File: src/rtl/load_store_unit.sv
// Load/store initiator between the pipeline and a word-addressed data-memory bus.
// It runs one access at a time under a req/ack handshake and stalls the pipeline while that access is outstanding.
module load_store_unit #(
  parameter int data_width = 32,
  parameter int addr_width = 32
) (
  input  logic                  clock,
  input  logic                  reset,
  input  logic                  lsu_req,
  input  logic                  is_store,
  input  logic [2:0]            funct3,
  input  logic [addr_width-1:0] addr,
  input  logic [data_width-1:0] store_data,
  output logic                  stall,
  output logic [data_width-1:0] load_data,
  output logic                  load_valid,
  output logic                  lsu_error,
  output logic                  mem_req,
  output logic                  mem_we,
  output logic [addr_width-1:0] mem_addr,
  output logic [data_width-1:0] mem_wdata,
  output logic [3:0]            mem_wstrb,
  input  logic                  mem_ack,
  input  logic [data_width-1:0] mem_rdata
);

  typedef enum logic [1:0] {IDLE, BUSY, RESP} state_t;

  state_t     state, state_nxt;
  logic       accept, reject;
  logic [1:0] lo_p1;
  logic [2:0] f3_p1;

  function automatic logic is_legal(input logic st, input logic [2:0] f3);
    if (st) return (f3 == 3'b000) || (f3 == 3'b001) || (f3 == 3'b010);
    return (f3 == 3'b000) || (f3 == 3'b001) || (f3 == 3'b010) ||
           (f3 == 3'b100) || (f3 == 3'b101);
  endfunction

  function automatic logic is_aligned(input logic [2:0] f3, input logic [1:0] lo);
    case (f3[1:0])
      2'b10:   return lo == 2'b00;
      2'b01:   return !lo[0];
      default: return 1'b1;
    endcase
  endfunction

  function automatic logic [3:0] store_strb(input logic [2:0] f3, input logic [1:0] lo);
    case (f3[1:0])
      2'b00:   return 4'b0001 << lo;
      2'b01:   return 4'b0011 << lo;
      default: return 4'b1111;
    endcase
  endfunction

  function automatic logic [data_width-1:0] store_lanes(input logic [2:0] f3,
                                                        input logic [data_width-1:0] d);
    case (f3[1:0])
      2'b00:   return {4{d[7:0]}};
      2'b01:   return {2{d[15:0]}};
      default: return d;
    endcase
  endfunction

  // Shift the addressed lane down to bit 0, then sign- or zero-extend it.
  function automatic logic [data_width-1:0] load_extend(input logic [2:0] f3,
                                                        input logic [1:0] lo,
                                                        input logic [data_width-1:0] rd);
    logic        [data_width-1:0] sh;
    logic signed [7:0]            b;
    logic signed [15:0]           h;
    logic signed [data_width-1:0] res;
    sh = rd >> {lo, 3'b000};
    b  = sh[7:0];
    h  = sh[15:0];
    case (f3)
      3'b000:  res = b;
      3'b001:  res = h;
      3'b100:  res = {{(data_width-8){1'b0}}, sh[7:0]};
      3'b101:  res = {{(data_width-16){1'b0}}, sh[15:0]};
      default: res = rd;
    endcase
    return res;
  endfunction

  always_ff @(posedge clock or posedge reset) begin
    if (reset) state <= IDLE;
    else       state <= state_nxt;
  end

  always_comb begin
    state_nxt  = state;
    accept     = 1'b0;
    reject     = 1'b0;
    stall      = 1'b0;
    mem_req    = 1'b0;
    load_valid = 1'b0;
    case (state)
      BUSY: begin
        stall   = 1'b1;
        mem_req = 1'b1;
        if (mem_ack) state_nxt = RESP;
      end
      default: begin
        load_valid = (state == RESP) && !mem_we;
        accept     = lsu_req && is_legal(is_store, funct3) && is_aligned(funct3, addr[1:0]);
        reject     = lsu_req && !accept;
        stall      = accept;
        state_nxt  = accept ? BUSY : IDLE;
      end
    endcase
  end

  // Stage p1: bus registers and captured lane info for the accepted access
  always_ff @(posedge clock or posedge reset) begin
    if (reset) begin
      mem_we    <= 1'b0;
      mem_addr  <= '0;
      mem_wdata <= '0;
      mem_wstrb <= 4'b0000;
      lo_p1     <= 2'b00;
      f3_p1     <= 3'b000;
      lsu_error <= 1'b0;
    end else begin
      lsu_error <= reject;
      if (accept) begin
        mem_we    <= is_store;
        mem_addr  <= {addr[addr_width-1:2], 2'b00};
        mem_wdata <= is_store ? store_lanes(funct3, store_data) : '0;
        mem_wstrb <= is_store ? store_strb(funct3, addr[1:0]) : 4'b0000;
        lo_p1     <= addr[1:0];
        f3_p1     <= funct3;
      end
    end
  end

  // Stage p2: load result captured on the acknowledge
  always_ff @(posedge clock or posedge reset) begin
    if (reset)
      load_data <= '0;
    else if (state == BUSY && mem_ack && !mem_we)
      load_data <= load_extend(f3_p1, lo_p1, mem_rdata);
  end

endmodule

File: config.mk
export PLATFORM = sky130hd
export DESIGN_NAME = load_store_unit
export DESIGN_NICKNAME = d
export VERILOG_FILES = /design/src/rtl/load_store_unit.sv
export SDC_FILE = /design/constraint.sdc
export NUM_CORES = 1
export LEC_CHECK = 0
export ABC_CLOCK_PERIOD_IN_PS = 8650
export CORE_MARGIN = 1.5
export CORE_UTILIZATION = 48
export DETAILED_ROUTE_END_ITERATION = 10
export GPL_TIMING_DRIVEN = 0
export PLACE_DENSITY = 0.93
export SETUP_SLACK_MARGIN = 0.1
export SLEW_MARGIN = 20
export SYNTH_ARGS = -nofsm -noshare
export SYNTH_HDL_FRONTEND = slang
export SYNTH_SLANG_ARGS = --single-unit
File: constraint.sdc
create_clock -name clock -period 8.65 [get_ports clock]
set_input_delay 1.2975 -clock clock [delete_from_list [all_inputs] [get_ports clock]]
set_output_delay 1.2975 -clock clock [all_outputs]
set_load 0.1 [all_outputs]
==> metrics.md, run 1 <==
| Metric | Value |
|---|---|
| Mapped Cells | `508` |
| PostCTS Resize Cnt | `0` |
| Clock Latency Late Sink | `340 ps` |
| Setup TNS | `0 ps` |
| Clock sinks | `107` |
| Placer Congestion | `0.9260` |
| CP Launch Type | `input pin` |
| Seq cells post-synth | `107` |
| Max-cap violations | `0` |
| Combined flip-flop and latch cell area | `2678 um^2` |
| Synth Cell Area | `5492 um^2` |
| DIE HEIGHT | `110.0 um` |
| Fmax | `0.1796 GHz` |
| Worst Setup End Kind | `primary output` |
| Setup violators final | `0` |
| Total congestion overflow | `0` |
| Total GRT Usage | `27.08%` |
| Critical path buffer and inverter count | `5` |
| Boundary Pins | `209` |
| Die Wd | `110.0 um` |
| Residual DRC | `0` |
| Synth Area per Inst | `10.81 um^2` |
| Slew HR | `30.95%` |
| Max Clock Skew | `5.429 ps` |
| First-pass GRT wire length | `24730 um` |
| Multi-input logic area | `2411 um^2` |
| Final Core Density | `73.31%` |
| Post-CTS Hold Buffers | `0` |
| Fill count | `785` |
| Synth warn | `0` |
| Arrival time worst endpoint | `4270 ps` |
| CTS max path bufs | `2` |
| Diodes inserted | `0` |
| Vias/cell | `5.329` |
| Crit-path most repeated cell | `clkdlybuf4s50_1` |
| Status | `finished, final reports clean` |
| RSZ-0062 raised after global routing | `no` |
| Post-layout minimum cycle time | `5569 ps` |
| Core Region | `10980 um^2` |
| CP required | `7350 ps` |
| Port Buf Inserts | `206` |
| Final ANT Viol Nets | `0` |
| Sequential share of the synthesized area | `48.76%` |
| TritonRoute pass-1 iters | `6` |
| DP Wirelength | `12110 um` |
| Hold Path Class | `reg2reg` |
| FP Rows | `38` |
| Initial drt markers | `337` |
| Total wire length | `15890 um` |
| Fin nets | `834` |
| Final period utilization | `64.38%` |
| Via count | `4647` |
| Number of post-CTS setup repair buffers | `0` |
| Initial antenna violation count | `0` |
| Yosys cell types | `42` |
| Area delta synth->final | `46.62%` |
| Crit-path slowest cell | `clkdlybuf4s50_1` |
| Crit-path max FO | `10` |
| WS Path Type | `in2out` |
| CTS Buf Count | `9` |
| CP max stage delay | `1130 ps` |
| Largest net degree at the start of global routing | `66` |
| Final Hold Vio Count | `0` |
| Critical-path cell list | `clkdlybuf4s50_1 > inv_1 > ha_1 > buf_4 > or2_1 > buf_6 > a21oi_4 > a211oi_1 > or2_2 > clkdlybuf4s50_1` |
| Clock transition at path regs | `70 ps` |
| Worst slew pin tran | `1033 ps` |
| Starting Density | `50.00%` |
| Fin. max-slew vios | `0` |
| Ratio of cells with drive above 1 in the final layout | `11.75%` |
| Crit path max-delay family | `buffers and inverters` |
| # H-tree levels | `3` |
| Wire length per cell | `18.22 um` |
| Total die area | `12090 um^2` |
| Number of global-route vias before repair | `4715` |
| CTS tree | `yes` |
| CTS root buffer | `clkbuf_16` |
[final timing paths]
check / from / cells past startpoint / slack [ps] / to
hold reg to reg: load_data[1]$_DFFE_PP0P_ / 2 / 490 / load_data[1]$_DFFE_PP0P_
min in group asynchronous: reset / 2 / 1330 / mem_addr[20]$_DFFE_PP0P_
setup reg to reg: lo_p1[1]$_DFFE_PP0P_ / 6 / 6620 / load_data[21]$_DFFE_PP0P_
hold / removal: load_data[1]$_DFFE_PP0P_ / 2 / 490 / load_data[1]$_DFFE_PP0P_
max in group asynchronous: reset / 3 / 6660 / mem_wstrb[1]$_DFFE_PP0P_
setup / recovery: funct3[0] / 10 / 3080 / stall
[area by class of cell]
class / instances / area share, %
clock buffer: 10 / 2.968
clock inverter: 6 / 0.5905
inverter: 37 / 1.787
sequential: 107 / 33.26
multi-input combinational: 328 / 29.95
timing repair buffer: 207 / 25.95
buffer: 37 / 3.326
tap: 140 / 2.176
[metrics by stage]
step,setup WS (ps),hold WS (ps),instances,cell area [um^2]
6_report,3081,494.4,872,8051
5_1_grt,3000,520.2,872,8051
4_1_cts,3097,500.3,872,8051
3_5_place_dp,3167,484.2,856,7765
3_3_place_gp,3158,477.3,855,7732
2_1_floorplan,4236,506.9,509,5495
[layer usage]
metal  vias up  share of wire, %  global-route usage [%]  wire, um
met2       189                49                   45.08      7774
met3        31               6.0                   5.098       947
li1       2156                 -                       -         -
met1      2271                43                   34.94      6780
met5         -                 0                       0         0
met4         0               2.4                   10.39       383
[cell usage after synthesis, drive strengths merged]
cell type | number | share of area (%)
mux2i | 37 | 6.7
a2111oi | 1 | 0.50
and2 | 7 | 0.80
nand2b | 7 | 0.80
nor2b | 6 | 0.68
nand2 | 58 | 4.0
buf | 18 | 3.6
inv | 37 | 2.5
nor3b | 3 | 0.41
ha | 3 | 0.68
dfrtp | 107 | 49
nand3b | 1 | 0.14
conb | 1 | 0.068
and3b | 1 | 0.16
a21oi | 29 | 2.8
and2b | 1 | 0.14
a21boi | 17 | 2.3
o21bai | 1 | 0.14
nor2 | 13 | 0.89
a211oi | 2 | 0.36
or2 | 2 | 0.23
nand4bb | 1 | 0.21
nor3 | 3 | 0.27
o21ai | 42 | 4.0
o21ba | 1 | 0.18
o22ai | 1 | 0.11
mux4 | 1 | 0.41
o21a | 1 | 0.14
mux2 | 46 | 12
nand4b | 1 | 0.16
nand3 | 32 | 2.9
clkbuf | 19 | 1.3
a22oi | 8 | 1.1
[worst register-to-register path: cells and delay by family (launching register included)]
kind | cells | cell delay, ps
AO/OA/AOI/OAI | 1 | 270
AND/OR/NAND/NOR | 2 | 300
buffers and inverters | 2 | 440
flip-flops | 1 | 320
multiplexers | 1 | 570
[state kept, by name (all words and copies together), names as in the netlist]
name	count
mem_wstrb	4
mem_addr	30
lo_p1	2
mem_wdata	32
lsu_error	1
mem_we	1
state	2
f3_p1	3
load_data	32
[cell usage in the layout (no fill, tap or decap), types with 5 or more instances in the layout]
master,Yosys,layout
clkbuf_16,0,9
nand2b_1,7,7
and2_1,7,7
nor2_1,13,13
clkbuf_1,19,19
a21boi_0,17,17
o21ai_0,41,41
clkdlybuf4s50_1,0,206
a22oi_1,8,8
nand3_1,32,32
nor2b_1,6,6
inv_1,37,36
a21oi_1,28,28
nand2_1,58,58
mux2i_1,37,37
buf_12,5,5
mux2_4,44,44
dfrtp_1,107,107
[logic make-up (layout without fill, tap and decap cells)]
kind of cell    after synthesis  count (layout)  synth area share, %
buf+inv                      74             297                7.405
fa+ha+maj                     3               3               0.6836
other cells                   1               2              0.06829
simple gates                136             136                11.76
compound gates              103             103                11.73
flops                       107             107                48.76
mux                          84              84                19.59
Power of run 1 is not shown: default switching activity piles up to over one toggle a cycle in this logic, so the estimate is an artifact.
==> run 2, diff against run 1 <==
--- a/config.mk
+++ b/config.mk
@@ -5,12 +5,12 @@
 export SDC_FILE = /design/constraint.sdc
 export NUM_CORES = 1
 export LEC_CHECK = 0
-export ABC_CLOCK_PERIOD_IN_PS = 8650
+export ABC_CLOCK_PERIOD_IN_PS = 4500
 export CORE_MARGIN = 1.5
-export CORE_UTILIZATION = 48
+export CORE_UTILIZATION = 40
 export DETAILED_ROUTE_END_ITERATION = 10
 export GPL_TIMING_DRIVEN = 0
-export PLACE_DENSITY = 0.93
+export PLACE_DENSITY = 0.84
 export SETUP_SLACK_MARGIN = 0.1
 export SLEW_MARGIN = 20
 export SYNTH_ARGS = -nofsm -noshare
==> constraint.sdc (replaced) <==
create_clock -name clock -period 4.5 [get_ports clock]
set_input_delay 0.675 -clock clock [delete_from_list [all_inputs] [get_ports clock]]
set_output_delay 0.675 -clock clock [all_outputs]
set_load 0.1 [all_outputs]
==> run 2 against run 1 <==
Die area is 19% higher; global-route usage shrank 4.4 points; cell area increased by 0.54%; critical endpoint unchanged; largest cell class unchanged; highest routed layer unchanged.
==> metrics.md, run 2 (synthesis gave the netlist of run 1 again) <==
| Metric | Value |
|---|---|
| Clock Latency Late Sink | `340 ps` |
| Placed Cells | `892` |
| Wire length per cell | `17.71 um` |
| DIE HEIGHT | `120.2 um` |
| First-pass GRT wire length | `25620 um` |
| CP max stage delay | `730 ps` |
| WS Path Type | `in2out` |
| Post-layout minimum cycle time | `3853 ps` |
| Total wire length | `16070 um` |
| CTS tree | `yes` |
| Crit path from | `funct3[1]` |
| Residual DRC | `0` |
| Ratio of cells with drive above 1 in the final layout | `11.63%` |
| Final non-filler cell total | `907` |
| Die Wd | `120.2 um` |
| Worst hold slack | `478.3 ps` |
| Total GRT Usage | `22.71%` |
| Crit-path max FO | `10` |
| Initial drt markers | `263` |
| Clock sinks | `107` |
| Placer Congestion | `0.9049` |
| Max Clock Skew | `6.906 ps` |
| Via count | `4613` |
| Final ANT Viol Nets | `0` |
| FP Rows | `42` |
| Max-cap violations | `0` |
| Most common cell after layout, fill and taps aside | `clkdlybuf4s50_1` |
| Worst Setup End Kind | `primary output` |
| Final Hold Vio Count | `0` |
| CTS root buffer | `clkbuf_16` |
| Fin nets | `834` |
| Total die area | `14440 um^2` |
| Fmax | `0.2595 GHz` |
| Setup TNS | `0 ps` |
| Post-CTS Hold Buffers | `0` |
| M1 WL | `6893 um` |
| Starting Density | `41.30%` |
| Slew HR | `30.64%` |
| Setup violators final | `0` |
| Diodes inserted | `0` |
| Critical-path cell list | `clkdlybuf4s50_1 > inv_1 > ha_1 > buf_4 > or2_1 > buf_6 > a21oi_4 > a211oi_1 > or2_2 > dlymetal6s2s_1` |
| Arrival time worst endpoint | `3180 ps` |
| PostCTS Resize Cnt | `0` |
| # H-tree levels | `3` |
| Hold Path Class | `reg2reg` |
| Final period utilization | `85.63%` |
| Top Registers | `load_data: 32 flops, mem_wdata: 32 flops, mem_addr: 30 flops` |
| Clock transition at path regs | `60 ps` |
| Number of post-CTS setup repair buffers | `0` |
| TritonRoute pass-1 iters | `4` |
| CTS Buf Count | `9` |
| Start point of the worst hold path | `load_data[6]$_DFFE_PP0P_` |
| Met3 wire len | `853 um` |
| Vias/cell | `5.086` |
| Area delta synth->final | `47.41%` |
| Top Layer Used | `met4` |
| Initial antenna violation count | `0` |
| Status | `finished, final reports clean` |
| Number of global-route vias before repair | `4863` |
| Worst slew pin tran | `1037 ps` |
| CTS max path bufs | `2` |
| CP Launch Type | `input pin` |
| Most frequent cells in the layout | `clkdlybuf4s50_1, dfrtp_1, nand2_1` |
| DP Wirelength | `12380 um` |
| Met2 wire length | `7722 um` |
| RR Startpoint | `lo_p1[1]$_DFFE_PP0P_` |
| Largest net degree at the start of global routing | `56` |
| Worst reg-to-reg setup slack | `2490 ps` |
| Core Region | `13300 um^2` |
| Boundary Pins | `209` |
| Total congestion overflow | `0` |
| Crit-path slowest cell | `dlymetal6s2s_1` |
| CP required | `3830 ps` |
| Critical path buffer and inverter count | `5` |
| Final Core Density | `60.89%` |
| Fin. max-slew vios | `0` |
| Crit path max-delay family | `buffers and inverters` |
| RSZ-0062 raised after global routing | `no` |
| Port Buf Inserts | `206` |
==> run 2: changes by cell type in the layout (fill, tap and decap cells not counted), sizes merged <==
cell           previous run  this run
clkinv                    3         4
dlymetal6s2s              0         1
inv                      39        37
clkdlybuf4s50           206       205
bufinv                    0         1
clkbuf                   29        28
==> run 2: area by class of cell <==
class,instances,area (um^2)
clock buffers,9,225.2
clock inverters,6,57.56
flip-flops and latches,107,2678
multi-input cells,328,2411
inverters,37,143.9
well taps,176,220.2
plain buffers,37,267.8
repair buffers,207,2092
fillers,1061,5200
==> run 2: worst reg2reg max path: stages (launching register included) <==
cell	delay [ps]
dfrtp_1	310
buf_2	210
mux4_2	580
a211oi_2	530
nor2b_1	200
nor3_1	60
==> run 2: worst paths after layout <==
kind,endpoint,cells after the start
worst max-delay path,stall,10
worst min register to register,load_data[6]$_DFFE_PP0P_,2
worst max register to register,load_data[15]$_DFFE_PP0P_,5
max in group asynchronous,mem_wdata[23]$_DFFE_PP0P_,3
min in group asynchronous,mem_addr[14]$_DFFE_PP0P_,2
worst min-delay path,load_data[6]$_DFFE_PP0P_,2
==> run 2: routing by layer <==
metal  GRT usage (%)  vias to the layer above
met1           30.24                     2223
met2           36.68                      194
met4           10.71                        0
met5               0                        -
met3           3.208                       42
li1                -                     2154
==> run 2: through the flow <==
stage | instance area (um^2) | setup slack (ps)
6_report | 8095 | 646.8
5_1_grt | 8095 | 460.1
4_1_cts | 8093 | 222.7
3_5_place_dp | 7810 | 248.8
3_3_place_gp | 7777 | -457.6
2_1_floorplan | 5495 | 708.3
Power of run 2 is left out for the same reason.
